**src/rtl/inst_fetch_unit.sv**
```systemverilog
// Fetch stage: owns the PC, drives the instruction memory, pairs returned words with their PC,
// and handles decode back-pressure, redirects and misaligned-PC faults.
module inst_fetch_unit #(
  parameter logic [31:0] RESET_PC = 32'h0000_0000,
  parameter int unsigned ADDR_W   = 11
) (
  input  logic              clk,
  input  logic              rst,
  output logic              imem_en,
  output logic [ADDR_W-1:0] imem_addr,
  input  logic [31:0]       imem_rdata,
  input  logic              stall,
  input  logic              redirect_valid,
  input  logic [31:0]       redirect_pc,
  output logic              inst_valid,
  output logic [31:0]       inst,
  output logic [31:0]       inst_pc,
  output logic              err_valid,
  output logic [31:0]       err_pc,
  output logic [31:0]       fetch_count
);

  typedef enum logic {StRun, StHalt} state_e;

  state_e      state_q, state_d;
  logic [31:0] fetch_pc_q, fetch_pc_d;
  logic        req_valid_q, req_valid_d;
  logic [31:0] req_pc_q, req_pc_d;
  logic [31:0] err_pc_q, err_pc_d;
  logic [31:0] fetch_count_q, fetch_count_d;
  logic        en_d;
  logic        accept;

  assign inst        = imem_rdata;
  assign inst_pc     = req_pc_q;
  assign inst_valid  = req_valid_q & (state_q == StRun) & ~redirect_valid;
  assign err_valid   = (state_q == StHalt);
  assign err_pc      = err_pc_q;
  assign fetch_count = fetch_count_q;
  assign accept      = inst_valid & ~stall;

  // Enable is masked during reset so no read is launched while state is being cleared.
  assign imem_en = en_d & ~rst;

  always_comb begin
    state_d       = state_q;
    fetch_pc_d    = fetch_pc_q;
    req_valid_d   = req_valid_q;
    req_pc_d      = req_pc_q;
    err_pc_d      = err_pc_q;
    en_d          = 1'b0;
    imem_addr     = fetch_pc_q[ADDR_W+1:2];
    fetch_count_d = fetch_count_q + {31'd0, accept};

    if (redirect_valid) begin
      if (redirect_pc[1:0] == 2'b00) begin
        en_d        = 1'b1;
        imem_addr   = redirect_pc[ADDR_W+1:2];
        req_valid_d = 1'b1;
        req_pc_d    = redirect_pc;
        fetch_pc_d  = redirect_pc + 32'd4;
        state_d     = StRun;
      end else begin
        req_valid_d = 1'b0;
        err_pc_d    = redirect_pc;
        state_d     = StHalt;
      end
    end else if (state_q == StRun && !stall) begin
      if (fetch_pc_q[1:0] != 2'b00) begin
        req_valid_d = 1'b0;
        err_pc_d    = fetch_pc_q;
        state_d     = StHalt;
      end else begin
        en_d        = 1'b1;
        req_valid_d = 1'b1;
        req_pc_d    = fetch_pc_q;
        fetch_pc_d  = fetch_pc_q + 32'd4;
      end
    end
  end

  always_ff @(posedge clk or posedge rst) begin
    if (rst) begin
      state_q       <= StRun;
      fetch_pc_q    <= RESET_PC;
      req_valid_q   <= 1'b0;
      req_pc_q      <= 32'd0;
      err_pc_q      <= 32'd0;
      fetch_count_q <= 32'd0;
    end else begin
      state_q       <= state_d;
      fetch_pc_q    <= fetch_pc_d;
      req_valid_q   <= req_valid_d;
      req_pc_q      <= req_pc_d;
      err_pc_q      <= err_pc_d;
      fetch_count_q <= fetch_count_d;
    end
  end

endmodule

```
**config.mk**
```make
export PLATFORM = sky130hd
export DESIGN_NAME = inst_fetch_unit
export DESIGN_NICKNAME = d
export VERILOG_FILES = /design/src/rtl/inst_fetch_unit.sv
export SDC_FILE = /design/constraint.sdc
export NUM_CORES = 1
export LEC_CHECK = 0
export BUFFER_PORTS_ARGS = -buffer_cell sky130_fd_sc_hd__buf_2
export CORE_MARGIN = 2
export CORE_UTILIZATION = 40
export CTS_BUF_LIST = sky130_fd_sc_hd__clkbuf_8
export CTS_CLUSTER_SIZE = 40
export DETAILED_ROUTE_END_ITERATION = 7
export SYNTH_ARGS = -nofsm -noshare
export SYNTH_HDL_FRONTEND = slang
export SYNTH_SLANG_ARGS = --single-unit
```
**constraint.sdc**
```tcl
create_clock -name clk -period 6.51 [get_ports clk]
set_clock_uncertainty 0.05 [all_clocks]
set_input_delay 0.3255 -clock clk [delete_from_list [all_inputs] [get_ports clk]]
set_output_delay 0.3255 -clock clk [all_outputs]
set_load 0.005 [all_outputs]
```
* After elaboration in Yosys (flattened, before gate mapping)
Index checks and enable logic that the tools add are counted.
** Operators by class
- Add/subtract/negate cells :: 3
- Eq/ne operators :: 3
- Multiplexer cells :: 24
- Bitwise gates (word level) :: 8
- Reduce and logical (&&, ||, !) cells :: 9
** Operators by type and width (number)
- $mux 32 :: 12
- $add 32x3->32 const B :: 2
- $add 32x1->32 :: 1
- $mux 11 :: 2
- $mux 1 :: 10
- $reduce_and 3->1 :: 2
- $reduce_bool 2->1 :: 3
- $and 1x1->1 :: 4
- $ne 2x2->1 const B :: 2
- $not 1->1 :: 4
- $logic_not 2->1 :: 1
- $ne 2x1->1 const B :: 1
- $reduce_and 2->1 :: 1
- $logic_and 1x1->1 :: 1
- $logic_not 1->1 :: 1
** Storage, ports and cells
- Flip-flop bits (word level) :: 130
- Input port bits :: 68

* Depth between registers and ports, before layout
Gate-level depths: netlist of run 1.
- Depth after elaboration :: 5
- Depth in mapped cells :: 14
- Mapped depth without buffers :: 9

* Worst setup path after synthesis of run 1
Ideal clock, no wire load.
- Path type :: input port to flip-flop
- Start point :: input redirect_valid
- End point :: register fetch_pc_q[14]
- Library setup time :: 138 ps
- Arrival :: 3015 ps
- Data required time :: 6322 ps
- Path slack :: 3307 ps
- Cell stages on the path :: 14
- Path buffers :: 6
- Path through :: buf_2 > buf_2 > buf_1 > buf_2 > buf_1 > mux2i_1 > inv_1 > ha_1 > nand4b_1 > a21oi_1 > clkbuf_1 > nand3_1 > mux2i_1 > o22ai_1
** Between the ends
- Longest elaborated chain between the ends :: 2
- Elaborated cells on any way between the ends :: 5
** Ends and longest elaborated chain
- from (decl) :: line 13 : input logic redirect_valid,
- $ne 2x1->1 (no line) (tied with other cells)
- $reduce_and 3->1 (no line)
- to (signal assigned) :: line 92 : fetch_pc_q <= fetch_pc_d;
- to (decl) :: line 26 : logic [31:0] fetch_pc_q, fetch_pc_d;
Several ways; a longest one is shown, not always the timed one.
A chain may end at the register's enable or synchronous reset.

* Final worst setup path of run 1
- Start point :: input redirect_valid
- End point :: output imem_addr[4]
** Between the ends
- Longest elaborated chain between the ends :: 1
** Ends and longest elaborated chain
- $mux 11 :: line 55 : if (redirect_valid) begin
- to (decl) :: line 10 : output logic [ADDR_W-1:0] imem_addr,
Every way passes these cells.

==> reports/results.txt, run 1 <==
Die Span X -> 137 µm
Die area -> 18900 µm²
Maxcap violations -> 0
Max H-tree Level -> 4
Seq pwr share -> 0.477
Core area -> 17400 µm²
Number of enable flip-flop cells after synthesis -> 0
Gpl congestion -> 0.817
Logic pwr share -> 0.206
Antenna Cells -> 0
CP Capture Type -> primary output
Worst-Skew Late Latency -> 0.45 ns
Post-Layout Inst Area -> 8210 µm²
Met3 WL -> 1.02 mm
Num rows -> 48
Pre-antenna DRT Iters -> 6
Cells after DPL -> 1092
Syn nets -> 860
Syn_area_per_cell -> 9.01 µm²
Setup-failing EPs final -> 0
Synth Cell Area -> 7110 µm²
Synth cell count leaders -> dfrtp_1, nor2_1, a21oi_1
TNS Setup -> 0 ns
Final worst slack -> 3.33 ns
Post-CTS Setup Inserts -> 0
Startpoint class of the critical path -> input pin
Initial Utilization -> 0.410
WP data arrival -> 2.80 ns
Final WL -> 18.7 mm
GRT overflow -> 0
CP Max Fanout -> 67
GRT Overall Usage -> 0.203
Final Hold Fails -> 0
CP top delay family -> simple AND/OR/NAND/NOR gates
Vias per inst -> 5.43
P_int -> 1.46 mW
Number of global-route vias before repair -> 5766
DP Wirelength -> 12.6 mm
Area of the multi-input gates -> 3420 µm²
Max Freq -> 315 MHz
Cell taking the most area after synthesis -> dfrtp_1
Max stage delay cell, worst path -> nor3_2
Critical path class -> input pin to primary output
CTS root buffer -> clkbuf_8
Power Total -> 2.15 mW
Post-Place Worst Slack -> 2.99 ns
#FFs+latches synth -> 130
Async set-reset flop share out of synthesis -> 1.00
Placed Area -> 7810 µm²
Initial drt markers -> 402
Most common cell in the netlist -> dfrtp_1
VDD IR-drop max -> 123 µV
Ports -> 210
CP required -> 6.13 ns
Cell repeated most along the worst path -> nand2_1
Share of cells above drive strength 1 -> 0.218
Residual DRC -> 0
Die height -> 137 µm
Layout fillers -> 1704
Leakage -> 3.78 nW
Synth Instances -> 789
Routed Antenna Nets -> 0
Min Tclk post-route -> 3.18 ns
Largest net degree at the start of global routing -> 78
Max-slew headroom -> 0.260
Delay of the slowest critical-path stage -> 1.01 ns
Period utilization -> 0.488
Netlist cell types -> 53
PwrDens -> 262 nW/µm²
CTS tree -> built
Largest cells by area after synthesis -> dfrtp_1, a21oi_1, nor2_1
Min Hold Slack -> 0.164 ns
Total CTS buffers -> 17
Vias post-DR -> 6114
Clk slew on worst S/H paths -> 0.08 ns
Clock share of power -> 0.317
Port Buf Inserts -> 145
WL met1 -> 8.70 mm
Routed wire per std cell -> 16.6 µm
Top Metal Used -> met4
Type of the most critical hold path -> input pin to flip-flop
Buf/Inv on CP -> 3
P_sw -> 0.690 mW
First-pass GRT wire length -> 29.9 mm
Final net count -> 958
Utilization after layout -> 0.473
RSZ-0062 raised after global routing -> no
# resized after CTS -> 0
Least-Margin Pin Slew -> 1.10 ns
Synth warn -> 0
Clock sink count -> 130
Layout area overhead -> 15.5%
Non-Filler Instances -> 1125
Clock Path Buffers -> 2
CP cell instances -> buf_4 > inv_1 > nor3_2 > nand2_1 > nand2_1 > buf_2
Initial antenna violation count -> 1
Pins Over Slew Limit -> 0
Synth top area share -> 0.457
Seq/Total Area, Yosys -> 0.457
Net Sw Frac -> 0.320
Main flop type after synthesis -> dfrtp_1
Metal2 WL -> 8.62 mm
Status -> completed
Register area -> 3250 µm²
## what timing repair did
item                                    4_1_cts  5_1_grt
endpoints found under the hold margin        61        0
endpoints found under the setup margin        0        0
hold buffers                                  1        0
## placed cells by master (no fill, tap or decap), drive strengths merged, types with 4 or more instances in the layout
cell     instances
o2111ai          7
a21oi           86
o211ai           7
nand2b           4
nand4           18
nor3             6
dfrtp          130
nor2b            5
o21ai           26
and3             6
and2            16
xnor2           20
xor2            12
a22oi           10
or3              9
nand3           34
nand2           77
o22ai            4
o21a             5
o31ai            9
buf            155
nand4b          10
clkbuf          21
nand3b          15
a222oi           4
inv             17
nor2            95
a21boi           6
a31oi            5
mux2i           34
## flip-flops by register name, summed over array words and instances (netlist names)
register,count
err_pc,32
inst_pc,32
err_valid,1
fetch_count,32
fetch_pc_q,32
req_valid_q,1
## power by group through the flow
stage | Sequential [mW] | Combinational, mW | Clock [mW]
after floorplan | 1.03 | 0.266 | 0
final | 1.03 | 0.443 | 0.683
after CTS | 1.03 | 0.450 | 0.705
after global placement | 1.04 | 0.443 | 0
after detailed placement | 1.04 | 0.448 | 0
after global routing | 1.05 | 0.507 | 0.745
## cells by family (layout without fill, tap and decap cells)
logic type | count (synthesis) | count (layout) | synth area share
buffers and inverters | 90 | 201 | 0.0656
multiplexers | 37 | 37 | 0.0526
AND/OR/NAND/NOR | 308 | 308 | 0.214
XOR/XNOR | 32 | 32 | 0.0394
AO/OA/AOI/OAI | 189 | 189 | 0.165
flip-flops | 130 | 130 | 0.457
adder cells (fa/ha/maj) | 3 | 3 | 0.00528
## path summary, 6_finish.rpt
kind / start / to / slack [ns] / cells after the start
setup / recovery: redirect_valid / imem_addr[4] / 3.33 / 6
hold / removal: redirect_pc[27] / fetch_pc_q[27] / 0.16 / 3
setup reg to reg: fetch_pc_q[0] / fetch_pc_q[27] / 3.67 / 6
hold reg to reg: fetch_count[31] / fetch_count[31] / 0.41 / 1
max in group asynchronous: rst / inst_pc[31] / 4.60 / 4
min in group asynchronous: rst / inst_pc[10] / 0.47 / 3
## worst register-to-register path, delay by kind of cell (launching register included)
kind | cells | cell delay, ns
buffers and inverters | 1 | 0.69
and+or+nand+nor | 2 | 0.72
AOI/OAI and AO/OA | 3 | 0.86
DFF | 1 | 0.41
## metal layers
| metal | GRT usage | vias to the layer above |
|---|---|---|
| met4 | 0.0722 | 0 |
| met2 | 0.314 | 160 |
| met5 | 0 | - |
| li1 | - | 2986 |
| met1 | 0.275 | 2945 |
| met3 | 0.0533 | 23 |
## cell type report
| cell class | instances | share of cell area |
|---|---|---|
| well taps | 225 | 0.0343 |
| multi-input cells | 569 | 0.416 |
| inverters | 13 | 0.00655 |
| clock inverters | 11 | 0.0123 |
| clock buffers | 21 | 0.0352 |
| flip-flops and latches | 130 | 0.396 |
| repair buffers | 156 | 0.0990 |
No activity file was read; power rests on OpenSTA's default activity.
==> run 2, diff against run 1 <==
==> constraint.sdc (replaced) <==
create_clock -name clk -period 3.2 [get_ports clk]
set_clock_uncertainty 0.05 [all_clocks]
set_input_delay 0.16 -clock clk [delete_from_list [all_inputs] [get_ports clk]]
set_output_delay 0.16 -clock clk [all_outputs]
set_load 0.005 [all_outputs]
==> run 2 against run 1 <==
Net effect:
- combinational power is 110% higher
- total power is 110% higher
- clock power is 110% higher
- final cell count is 1.5% higher
- largest power group unchanged
- flip-flop and latch count stayed put
- worst setup slack worse by 2.7 ns
- global-route usage is 0.37 points higher
- routed wire length is 1.7% higher
- register-to-register slack worse by 3.0 ns
- cell area is 2.5% higher
- non-clock buffer count is 17 higher
==> reports/results.txt, run 2 (synthesis gave the netlist of run 1 again) <==
Largest net degree at the start of global routing -> 52
Layout fillers -> 1698
Least-Margin Pin Slew -> 0.944 ns
Status -> completed
Clock sink count -> 130
CP Max Fanout -> 4
First-pass GRT wire length -> 30.5 mm
VDD IR-drop max -> 252 µV
Critical path class -> flip-flop to flip-flop
Number of global-route vias before repair -> 5838
Final net count -> 975
Residual DRC -> 0
Max Freq -> 395 MHz
Vias post-DR -> 6217
Max-slew headroom -> 0.369
Min Hold Slack -> 0.0260 ns
CP cell instances -> or4_1 > o21a_1 > or4_1 > o2111a_1 > or3_1
PwrDens -> 531 nW/µm²
Max H-tree Level -> 4
Startpoint class of the critical path -> flip-flop
Maxcap violations -> 0
Die height -> 137 µm
CTS tree -> built
Port Buf Inserts -> 145
Clock Path Buffers -> 2
Clk slew on worst S/H paths -> 0.08 ns
Min Tclk post-route -> 2.53 ns
CP required -> 3.48 ns
TNS Setup -> 0 ns
Initial drt markers -> 360
Leakage -> 3.88 nW
CP Capture Type -> flip-flop
Worst-Skew Late Latency -> 0.45 ns
RSZ-0062 raised after global routing -> no
Final Hold Fails -> 0
Routed Antenna Nets -> 0
Cells after DPL -> 1103
Die area -> 18900 µm²
Layout area overhead -> 18.3%
Gpl congestion -> 0.802
Ports -> 210
Initial antenna violation count -> 0
Most frequent cells in the layout -> buf_2, dfrtp_1, nor2_1
Non-Filler Instances -> 1142
Die Span X -> 137 µm
Antenna Cells -> 0
CTS root buffer -> clkbuf_8
Commonest non-fill, non-tap cell in the layout -> buf_2
Setup-failing EPs final -> 0
Delay of the slowest critical-path stage -> 0.61 ns
Type of the most critical hold path -> input pin to flip-flop
Num rows -> 48
Reg-to-reg setup timing slack -> 0.67 ns
WP data arrival -> 2.81 ns
Pre-antenna DRT Iters -> 5
GRT overflow -> 0
Final WL -> 19.0 mm
Initial Utilization -> 0.410
GRT Overall Usage -> 0.207
Cell repeated most along the worst path -> or4_1
Routed wire per std cell -> 16.6 µm
Share of cells above drive strength 1 -> 0.227
CP top delay family -> simple AND/OR/NAND/NOR gates
Period utilization -> 0.790
# resized after CTS -> 0
Vias per inst -> 5.44
Buf/Inv on CP -> 0
Core area -> 17400 µm²
Max stage delay cell, worst path -> or4_1
DP Wirelength -> 13.3 mm
Pins Over Slew Limit -> 0
Total CTS buffers -> 17
-- run 2: changes by cell type in the layout (fill, tap and decap cells not counted), moves of 3 or more --
| cell | previous run | this run |
|---|---|---|
| dlygate4sd3_1 | 1 | 7 |
| clkbuf_8 | 21 | 18 |
| buf_4 | 11 | 18 |
| clkinv_4 | 1 | 4 |
| buf_12 | 0 | 4 |
-- run 2: path summary, 6_finish.rpt --
check	start	endpoint	cells past startpoint
worst max-delay path	fetch_pc_q[0]	fetch_pc_q[29]	5
worst min-delay path	redirect_pc[0]	err_pc[0]	3
worst max register to register	fetch_pc_q[0]	fetch_pc_q[29]	5
worst min register to register	fetch_count[31]	fetch_count[31]	1
max in group asynchronous	rst	inst_pc[16]	4
min in group asynchronous	rst	fetch_count[4]	3
-- run 2: power breakdown --
group / leakage [nW] / internal (mW) / switching [mW]
clock network: 0.196 / 0.721 / 0.725
logic: 2.09 / 0.411 / 0.516
registers: 1.59 / 1.89 / 0.209
-- run 2: per-layer routing --
layer  global-route usage  wire, µm  vias up
li1                     -         -     3036
met1                0.284      8870     3023
met2                0.329      9030      142
met3               0.0467       881       16
met4               0.0561       212        0
met5                    0         0        -
-- run 2: final cells by class --
cell class	instances	area (µm²)	area share
clock inverter	14	154	0.0183
inverter	13	52.6	0.00625
multi-input combinational	569	3420	0.406
tap	225	282	0.0335
timing repair buffer	173	1010	0.120
sequential	130	3250	0.387
clock buffer	18	248	0.0294
-- run 2: through the flow --
stage                     area, µm²  power, mW  setup WS (ns)  utilization
final                          8410       4.47          0.671        0.485
after global routing           8410       4.75          0.564        0.485
after CTS                      8410       4.53          0.657        0.485
after detailed placement       7940       3.06          0.567        0.458
after global placement         7940       3.05          0.636        0.458
after floorplan                7120       2.64          0.163            -
-- run 2: worst reg2reg max path: stages, from the launching register on --
cell and delay, ns:
dfrtp_1 0.41, or4_1 0.61, o21a_1 0.22, or4_1 0.51, o2111a_1 0.24, or3_1 0.37
-- run 2: what timing repair did --
action,in CTS,in global routing
endpoints found under the hold margin,43,0
setup endpoints to repair,0,0
hold buffers,7,0
setup buffers,0,0
